### config.mk
export PLATFORM = sky130hd
export DESIGN_NAME = cdb_write_arbiter_flat
export DESIGN_NICKNAME = d
export VERILOG_FILES = /design/src/rtl/cdb_write_arbiter_pkg.sv /design/src/rtl/cdb_write_arbiter_if.sv /design/src/rtl/cdb_write_arbiter_rr_arbiter.sv /design/src/rtl/cdb_write_arbiter.sv /design/src/flat_wrapper.sv
export SDC_FILE = /design/constraint.sdc
export NUM_CORES = 1
export LEC_CHECK = 0
export ABC_CLOCK_PERIOD_IN_PS = 4100
export CAP_MARGIN = 30
export CORE_MARGIN = 10
export CORE_UTILIZATION = 40
export DETAILED_ROUTE_END_ITERATION = 7
export GPL_TIMING_DRIVEN = 1
export PLACE_DENSITY_LB_ADDON = 0.1
export SLEW_MARGIN = 20
export SYNTH_ARGS = -nofsm -noshare
export SYNTH_HDL_FRONTEND = slang
export SYNTH_SLANG_ARGS = --single-unit
### constraint.sdc
create_clock -name Clock -period 4.1 [get_ports Clock]
set_input_delay 0.41 -clock Clock [delete_from_list [all_inputs] [get_ports Clock]]
set_output_delay 0.41 -clock Clock [all_outputs]
set_load 0.03 [all_outputs]
### src/rtl/cdb_write_arbiter_pkg.sv
// Shared constants for the CDB write path: tag encodings, idle broadcast value, default widths.
package cdb_write_arbiter_pkg;

   localparam int unsigned N_SRC_DEF  = 3;
   localparam int unsigned TAG_W_DEF  = 4;
   localparam int unsigned DATA_W_DEF = 16;

   // Reservation-station tags as seen on Qi_CDB.
   typedef enum logic [TAG_W_DEF-1:0] {
      TagNone = 4'd0,
      TagAdd1 = 4'd1,
      TagAdd2 = 4'd2
   } station_tag_e;

   localparam logic [TAG_W_DEF-1:0]  TAG_NONE  = TagNone;
   localparam logic [DATA_W_DEF-1:0] SEM_VALOR = 16'hFFF0;

   // Pointer width that stays legal for a single source.
   function automatic int unsigned ptr_width(input int unsigned n);
      return (n > 1) ? $clog2(n) : 1;
   endfunction

endpackage

### src/rtl/cdb_write_arbiter_if.sv
// Result-producer / CDB bundle between the functional units, the arbiter and its consumers.
interface cdb_write_arbiter_if
   import cdb_write_arbiter_pkg::*;
#(
   parameter int unsigned N_SRC  = N_SRC_DEF,
   parameter int unsigned TAG_W  = TAG_W_DEF,
   parameter int unsigned DATA_W = DATA_W_DEF
) ();

   logic [N_SRC-1:0]        Req;
   logic [N_SRC*TAG_W-1:0]  Tag_in;
   logic [N_SRC*DATA_W-1:0] Data_in;
   logic [N_SRC-1:0]        Ack;
   logic                    CDB_Valid;
   logic [TAG_W-1:0]        Qi_CDB;
   logic [DATA_W-1:0]       Qi_CDB_data;
   logic [N_SRC-1:0]        Pending;

   // Producer side: functional units offering results and watching the bus.
   modport master (
      output Req, Tag_in, Data_in,
      input  Ack, CDB_Valid, Qi_CDB, Qi_CDB_data, Pending
   );

   // Arbiter side.
   modport slave (
      input  Req, Tag_in, Data_in,
      output Ack, CDB_Valid, Qi_CDB, Qi_CDB_data, Pending
   );

endinterface

### src/rtl/cdb_write_arbiter_rr_arbiter.sv
// Combinational round-robin picker: first set request at or after ptr, wrapping.
module rr_arbiter #(
   parameter int unsigned N_SRC = 3,
   parameter int unsigned PTR_W = 2
) (
   input  logic [N_SRC-1:0] req,
   input  logic [PTR_W-1:0] ptr,
   output logic [N_SRC-1:0] grant,
   output logic [PTR_W-1:0] ptr_nxt
);

   int unsigned      idx;
   logic [PTR_W-1:0] sel;
   logic             found;

   // Scan ptr, ptr+1, ... mod N_SRC; grant the first hit and point just past it.
   always_comb begin
      grant   = '0;
      ptr_nxt = ptr;
      found   = 1'b0;
      idx     = 0;
      sel     = '0;
      for (int unsigned k = 0; k < N_SRC; k++) begin
         idx = int'(ptr) + k;
         if (idx >= N_SRC) begin
            idx = idx - N_SRC;
         end
         sel = PTR_W'(idx);
         if (!found && req[sel]) begin
            found      = 1'b1;
            grant[sel] = 1'b1;
            ptr_nxt    = (idx + 1 == N_SRC) ? '0 : PTR_W'(idx + 1);
         end
      end
   end

endmodule

### src/rtl/cdb_write_arbiter.sv
// Buffers one completed result per functional unit and broadcasts one per cycle on the CDB.
module cdb_write_arbiter
   import cdb_write_arbiter_pkg::*;
#(
   parameter int unsigned N_SRC  = N_SRC_DEF,
   parameter int unsigned TAG_W  = TAG_W_DEF,
   parameter int unsigned DATA_W = DATA_W_DEF
) (
   input logic                Clock,
   input logic                Reset,
   cdb_write_arbiter_if.slave bus
);

   localparam int unsigned PTR_W = ptr_width(N_SRC);
   localparam logic [TAG_W-1:0]  TagIdle  = TAG_W'(TAG_NONE);
   localparam logic [DATA_W-1:0] DataIdle = DATA_W'(SEM_VALOR);

   logic [N_SRC-1:0]  valid_q, valid_d;
   logic [TAG_W-1:0]  tag_q  [N_SRC];
   logic [TAG_W-1:0]  tag_d  [N_SRC];
   logic [DATA_W-1:0] data_q [N_SRC];
   logic [DATA_W-1:0] data_d [N_SRC];
   logic [PTR_W-1:0]  ptr_q, ptr_d, ptr_nxt;

   logic              cdb_valid_q, cdb_valid_d;
   logic [TAG_W-1:0]  cdb_tag_q, cdb_tag_d;
   logic [DATA_W-1:0] cdb_data_q, cdb_data_d;

   logic [N_SRC-1:0]  grant;
   logic [N_SRC-1:0]  ack;
   logic [N_SRC-1:0]  capture;

   rr_arbiter #(
      .N_SRC (N_SRC),
      .PTR_W (PTR_W)
   ) u_rr_arbiter (
      .req     (valid_q),
      .ptr     (ptr_q),
      .grant   (grant),
      .ptr_nxt (ptr_nxt)
   );

   // A slot being drained this cycle can take a new result, allowing back-to-back transfers.
   always_comb begin
      ack     = ~valid_q | grant;
      capture = '0;
      for (int i = 0; i < N_SRC; i++) begin
         // Untagged results are acked but silently dropped.
         capture[i] = bus.Req[i] & ack[i] & (bus.Tag_in[i*TAG_W +: TAG_W] != TagIdle);
      end
   end

   // Next-state for holding buffers, rr pointer and the broadcast register.
   always_comb begin
      valid_d     = valid_q;
      tag_d       = tag_q;
      data_d      = data_q;
      ptr_d       = ptr_nxt;
      cdb_valid_d = 1'b0;
      cdb_tag_d   = TagIdle;
      cdb_data_d  = DataIdle;
      for (int i = 0; i < N_SRC; i++) begin
         if (grant[i]) begin
            valid_d[i]  = 1'b0;
            cdb_valid_d = 1'b1;
            cdb_tag_d   = tag_q[i];
            cdb_data_d  = data_q[i];
         end
         // Refill wins over drain so a same-cycle capture stays buffered.
         if (capture[i]) begin
            valid_d[i] = 1'b1;
            tag_d[i]   = bus.Tag_in[i*TAG_W +: TAG_W];
            data_d[i]  = bus.Data_in[i*DATA_W +: DATA_W];
         end
      end
   end

   // State registers; reset discards everything, including the in-flight broadcast.
   always_ff @(posedge Clock) begin
      if (Reset) begin
         valid_q     <= '0;
         ptr_q       <= '0;
         cdb_valid_q <= 1'b0;
         cdb_tag_q   <= TagIdle;
         cdb_data_q  <= DataIdle;
      end else begin
         valid_q     <= valid_d;
         ptr_q       <= ptr_d;
         cdb_valid_q <= cdb_valid_d;
         cdb_tag_q   <= cdb_tag_d;
         cdb_data_q  <= cdb_data_d;
      end
   end

   // Payload storage needs no reset: it is only read while its valid bit is set.
   always_ff @(posedge Clock) begin
      tag_q  <= tag_d;
      data_q <= data_d;
   end

   assign bus.Ack         = ack;
   assign bus.Pending     = valid_q;
   assign bus.CDB_Valid   = cdb_valid_q;
   assign bus.Qi_CDB      = cdb_tag_q;
   assign bus.Qi_CDB_data = cdb_data_q;

endmodule
### src/flat_wrapper.sv
// flat-port wrapper written by rule: the top's interface ports become plain ports
module cdb_write_arbiter_flat import cdb_write_arbiter_pkg::*;
#(
   parameter int unsigned N_SRC  = N_SRC_DEF,
   parameter int unsigned TAG_W  = TAG_W_DEF,
   parameter int unsigned DATA_W = DATA_W_DEF
)
  (Clock, Reset, bus_Req, bus_Tag_in, bus_Data_in, bus_Ack, bus_CDB_Valid, bus_Qi_CDB, bus_Qi_CDB_data, bus_Pending);
  cdb_write_arbiter_if #(.N_SRC(N_SRC), .TAG_W(TAG_W), .DATA_W(DATA_W)) bus_i ();
  input logic Clock;
  input logic Reset;
  input wire logic [$bits(bus_i.Req)-1:0] bus_Req;
  input wire logic [$bits(bus_i.Tag_in)-1:0] bus_Tag_in;
  input wire logic [$bits(bus_i.Data_in)-1:0] bus_Data_in;
  output wire logic [$bits(bus_i.Ack)-1:0] bus_Ack;
  output wire logic [$bits(bus_i.CDB_Valid)-1:0] bus_CDB_Valid;
  output wire logic [$bits(bus_i.Qi_CDB)-1:0] bus_Qi_CDB;
  output wire logic [$bits(bus_i.Qi_CDB_data)-1:0] bus_Qi_CDB_data;
  output wire logic [$bits(bus_i.Pending)-1:0] bus_Pending;
  assign bus_i.Req = bus_Req;
  assign bus_i.Tag_in = bus_Tag_in;
  assign bus_i.Data_in = bus_Data_in;
  assign bus_Ack = bus_i.Ack;
  assign bus_CDB_Valid = bus_i.CDB_Valid;
  assign bus_Qi_CDB = bus_i.Qi_CDB;
  assign bus_Qi_CDB_data = bus_i.Qi_CDB_data;
  assign bus_Pending = bus_i.Pending;
  cdb_write_arbiter #(.N_SRC(N_SRC), .TAG_W(TAG_W), .DATA_W(DATA_W)) u_core (.Clock(Clock), .Reset(Reset), .bus(bus_i));
endmodule
==> results.md, run 1 <==
- The clock insertion delay at the later pin of the skew report is 350 ps.
- Before CTS, the worst setup slack after placement is 924 ps.
- The overall routing resource usage is 13.9%.
- The post-layout net count is 403.
- The internal power of the cells is between 0.0015 and 0.002 W.
- The analysis attributes to net switching a power of 0.00124 W.
- The initial cell density of the core is 41.4%.
- The signed area change from the synthesized netlist to the final layout is 34.7%.
- The highest metal layer with signal wires is met4.
- The combinational cell fraction of total power is approximately 46%.
- In this run the register-to-register setup slack is 890 ps.
- STA puts the critical path data arrival time at 3120 ps.
- The largest fanout on the critical path is 21.
- The number of distinct library cells after synthesis is 37.
- The worst vdd rail ir drop is 0.302 mV.
- The count of nets left with antenna violations once routing finished came out at 0.
- The peak clock frequency supported by timing is 0.283 GHz.
- The deepest level of the CTS H-tree is 3.
- In this run the count of I/O pins placed on the die edge is 92.
- The startpoint type of the worst setup path is a register.
- The number of gates resized after cts is 0.
- The library cell with the largest summed area after synthesis is sky130_fd_sc_hd__edfxtp_1.
- The footprint of the flip-flops and latches is roughly 2300 um^2.
- The row count is 33.
- The number of nets in the synthesized netlist is 311.
- After detailed routing, the met3 layer carries 567 um of wire.
- In the final routed layout, each cell accounts on average for 20.2 um.
- The area inside the core boundary is 8300 um^2.
- From left edge to right edge, the die measures 113 um.
- In this run the critical register-to-register path is captured at u_core.tag_q[10].
- The tool flagged a number of max-cap violations equal to 0.
- Clock tree synthesis found a total of 86 sinks.
- The pin count of the biggest net entering global routing is 27.
- The power density relative to cell area is approximately 680 nW/um^2.
- The path depth of the worst reg2reg path is 9.
- The final max-slew violation count was 0.
- The worst hold path terminates at u_core.bus.Qi_CDB_data[6].
- The number of antenna diodes in the final layout is 0.
- Setup repair after global routing left no endpoint under its margin.
- The clock network is responsible for 16.5% of the overall power.
- TritonCTS built the clock tree.
- After detailed routing, the number of vias per cell comes to 5.37.
- The synthesized netlist occupies a cell area of 3430 um^2.
- Of the total power, the share spent switching nets is 39.6%.
- Clock-pin slew was measured on the worst setup and hold paths at 80 ps.
- The die is 113 um tall.
- After global routing the overflow that remains totals 0.
- The setup TNS after final layout is 0 ps.
- Counting flops with an async set or reset pin after synthesis yields a share of 0%.
- The time the final worst path needs with I/O delays and setup is 3530 ps.
- Each instance of the synthesized netlist takes up on average 14.2 um^2.
- The count of yosys warnings during synthesis is 0.
- The multi-input logic area is 1000 um^2.
- The number of antenna violations at the first check in global routing is 0.
- Ranked by total cell area, the synthesized netlist is headed by sky130_fd_sc_hd__edfxtp_1, sky130_fd_sc_hd__dfxtp_1, sky130_fd_sc_hd__nor4_2.
- The sequential share of power is 37.5%.
- The final hold violation count is 0.
- For this block, the initial DRC count from the detailed router was 113.
- The congestion estimate from routability-driven global placement came to 0.817.
- Data on the critical path is required at its endpoint by between 3000 and 4000 ps.
- Setup violations remaining at the end of the flow were counted as 0.
- The endpoint class of the critical path is a primary output.
- The longest clock path from root to sink contains 2 buffers.
- For this block, the via count after detailed routing is 2380.
- Detailed routing placed a total of 4580 um of wire on met2.
- The total CTS buffers is 9.
- The layout cell share with drive strength beyond 1 is a little over an eighth.
- Buffers placed on the I/O ports in this run total 91.
- The worst hold path begins at u_core.data_q[6].
- The buffer type at the clock tree root is sky130_fd_sc_hd__clkbuf_8.
- The die covers 12700 um^2.
- The number of instances in the synthesized netlist is 242.
- The post-CTS repair timing setup buffer count is 0.
- The power after layout is 0.00314 W.
- The worst register-to-register path begins at u_core.ptr_q[0].
- The first global-routing pass estimated ~14000 um of wire.
- The run finished with clean final reports.
- The number of detailed-routing iterations run before antenna repair is 4.
- The via count of the first global-routing pass is 2618.
- The class of the tightest hold or removal check is reg -> reg.
- The post-synthesis register bit count is 86.
- Headroom to the max-slew limit came out at 46.8%.
- Once routing completed, OpenROAD measured the worst setup slack at approximately 570 ps.
- The layout has 693 filler cells.
- The half-perimeter wire length after placement is between 6000 and 7000 um.
- The quantity of hold-fixing buffers added after cts is 0.
- The number of cells after detailed placement is 427.
- The final critical-path share of the clock period is 86.2%.
- The filler-free cell count of the finished design is 443.
- After detailed routing, the total wire length is 8950 um.
- Counting flops with a built-in enable in the synthesized netlist gives 60.
- The top cell type by area accounts for 52.5% of the synthesized area.
- The wire length on met1 is 3710 um.
- The worst hold path cell count is 2.
- The worst setup path is of the reg -> out kind.
- The slew at the pin closest to its max-slew limit is 787 ps.
- The leakage component of the power is 1.53 nW.
- In the routed design, unresolved DRC markers number 0.
- The most used flip-flop cell after synthesis is sky130_fd_sc_hd__edfxtp_1.
- For the final database, setup skew stands at slightly below 8 ps.
- The portion of the post-synthesis area used by sequential elements is between 60% and 70%.
## worst max-delay path by stage
stage / startpoint / to / slack (ps) / cells after the start
after global routing: u_core.ptr_q[0] / bus_Ack[0] / 390 / 7
after global placement: u_core.ptr_q[0] / u_core.data_q[14] / 1020 / 8
after detailed placement: u_core.ptr_q[0] / u_core.data_q[32] / 920 / 9
after floorplan: u_core.ptr_q[0] / u_core.data_q[0] / 970 / 8
final: u_core.ptr_q[0] / bus_Ack[2] / 570 / 8
after CTS: u_core.ptr_q[0] / bus_Ack[2] / 570 / 8
## sequential cells by signal, indices dropped and copies added (netlist names)
name	count
u_core.bus.CDB_Valid	1
u_core.bus.Pending	3
u_core.bus.Qi_CDB	4
u_core.bus.Qi_CDB_data	16
u_core.data_q	48
u_core.ptr_q	2
u_core.tag_q	12
## area by class of cell
type,instances,area share (%)
multi-input cells,132,21.7
repair buffers,100,21.3
clock buffers,11,3.06
flip-flops and latches,86,50.2
well taps,105,2.84
clock inverters,4,0.487
inverters,5,0.406
## logic make-up after synthesis
family | synth area share (%)
flops | 67.6
simple gates | 11.2
buf+inv | 4.04
mux | 1.24
compound gates | 14.4
fa+ha+maj | 1.46
## through the flow
step / cell area, um^2 / hold WS (ps) / util, %
3_5_place_dp: 4450 / 485 / 53.6
5_1_grt: 4630 / 535 / 55.7
2_1_floorplan: 3430 / 452 / -
3_3_place_gp: 4450 / 475 / 53.6
6_report: 4630 / 504 / 55.7
4_1_cts: 4610 / 505 / 55.6
## worst max-delay path, cell delays in order, from the launching register on
cell                              delay (ps)
sky130_fd_sc_hd__dfxtp_1                 390
sky130_fd_sc_hd__inv_1                    80
sky130_fd_sc_hd__ha_1                    450
sky130_fd_sc_hd__mux2i_1                 340
sky130_fd_sc_hd__o22ai_1                 210
sky130_fd_sc_hd__a211oi_4                260
sky130_fd_sc_hd__buf_4                   280
sky130_fd_sc_hd__o21ai_1                 140
sky130_fd_sc_hd__clkdlybuf4s50_1         630
## synthesized netlist by cell type (2+ instances only)
| cell type | n |
|---|---|
| sky130_fd_sc_hd__nand2_1 | 15 |
| sky130_fd_sc_hd__dfxtp_1 | 26 |
| sky130_fd_sc_hd__mux2i_1 | 2 |
| sky130_fd_sc_hd__nand2b_1 | 3 |
| sky130_fd_sc_hd__o22ai_1 | 14 |
| sky130_fd_sc_hd__nor2b_1 | 2 |
| sky130_fd_sc_hd__a311oi_1 | 8 |
| sky130_fd_sc_hd__o21ai_1 | 14 |
| sky130_fd_sc_hd__nor2_1 | 2 |
| sky130_fd_sc_hd__a31oi_1 | 13 |
| sky130_fd_sc_hd__buf_4 | 3 |
| sky130_fd_sc_hd__a21oi_1 | 8 |
| sky130_fd_sc_hd__nand4b_1 | 8 |
| sky130_fd_sc_hd__nor4_2 | 12 |
| sky130_fd_sc_hd__o41ai_1 | 3 |
| sky130_fd_sc_hd__o21a_1 | 2 |
| sky130_fd_sc_hd__buf_2 | 6 |
| sky130_fd_sc_hd__edfxtp_1 | 60 |
| sky130_fd_sc_hd__nor3_1 | 10 |
| sky130_fd_sc_hd__buf_6 | 4 |
| sky130_fd_sc_hd__clkbuf_1 | 5 |
| sky130_fd_sc_hd__inv_1 | 4 |
| sky130_fd_sc_hd__ha_1 | 4 |
## cells in the final DEF (no fill, tap or decap), types with 5 or more instances in the layout
master | synthesis | final
sky130_fd_sc_hd__dfxtp_1 | 26 | 26
sky130_fd_sc_hd__a311oi_1 | 8 | 8
sky130_fd_sc_hd__edfxtp_1 | 60 | 60
sky130_fd_sc_hd__a21oi_1 | 8 | 5
sky130_fd_sc_hd__nand2_1 | 15 | 15
sky130_fd_sc_hd__clkdlybuf4s50_1 | 0 | 91
sky130_fd_sc_hd__buf_4 | 3 | 8
sky130_fd_sc_hd__a31oi_1 | 13 | 13
sky130_fd_sc_hd__o21ai_1 | 14 | 14
sky130_fd_sc_hd__nor4_2 | 12 | 12
sky130_fd_sc_hd__o22ai_1 | 14 | 14
sky130_fd_sc_hd__clkbuf_8 | 0 | 10
sky130_fd_sc_hd__nand4b_1 | 8 | 8
sky130_fd_sc_hd__nor3_1 | 10 | 10
## routing by layer
metal  up-vias  global-route usage, %
li1       1140                      -
met1      1152                   16.9
met2        80                   23.0
met3         8                   3.83
met4         0                   5.50
met5         -                      0
## power by group through the flow
stage | clock network (W) | registers [W] | logic [W]
CTS | 0.000532 | 0.00118 | 0.00145
floorplan | 0 | 0.00134 | 0.000847
finish | 0.000519 | 0.00118 | 0.00144
global route | 0.000576 | 0.00120 | 0.00155
global placement | 0 | 0.00120 | 0.00143
detailed placement | 0 | 0.00120 | 0.00145
(Power assumes the default switching activity.)
==> run 2, diff against run 1 <==
- SKIP_CTS_REPAIR_TIMING: default -> 1
==> results of run 2 <==
No change in the layout: final DEF, timing and power equal those of run 1.
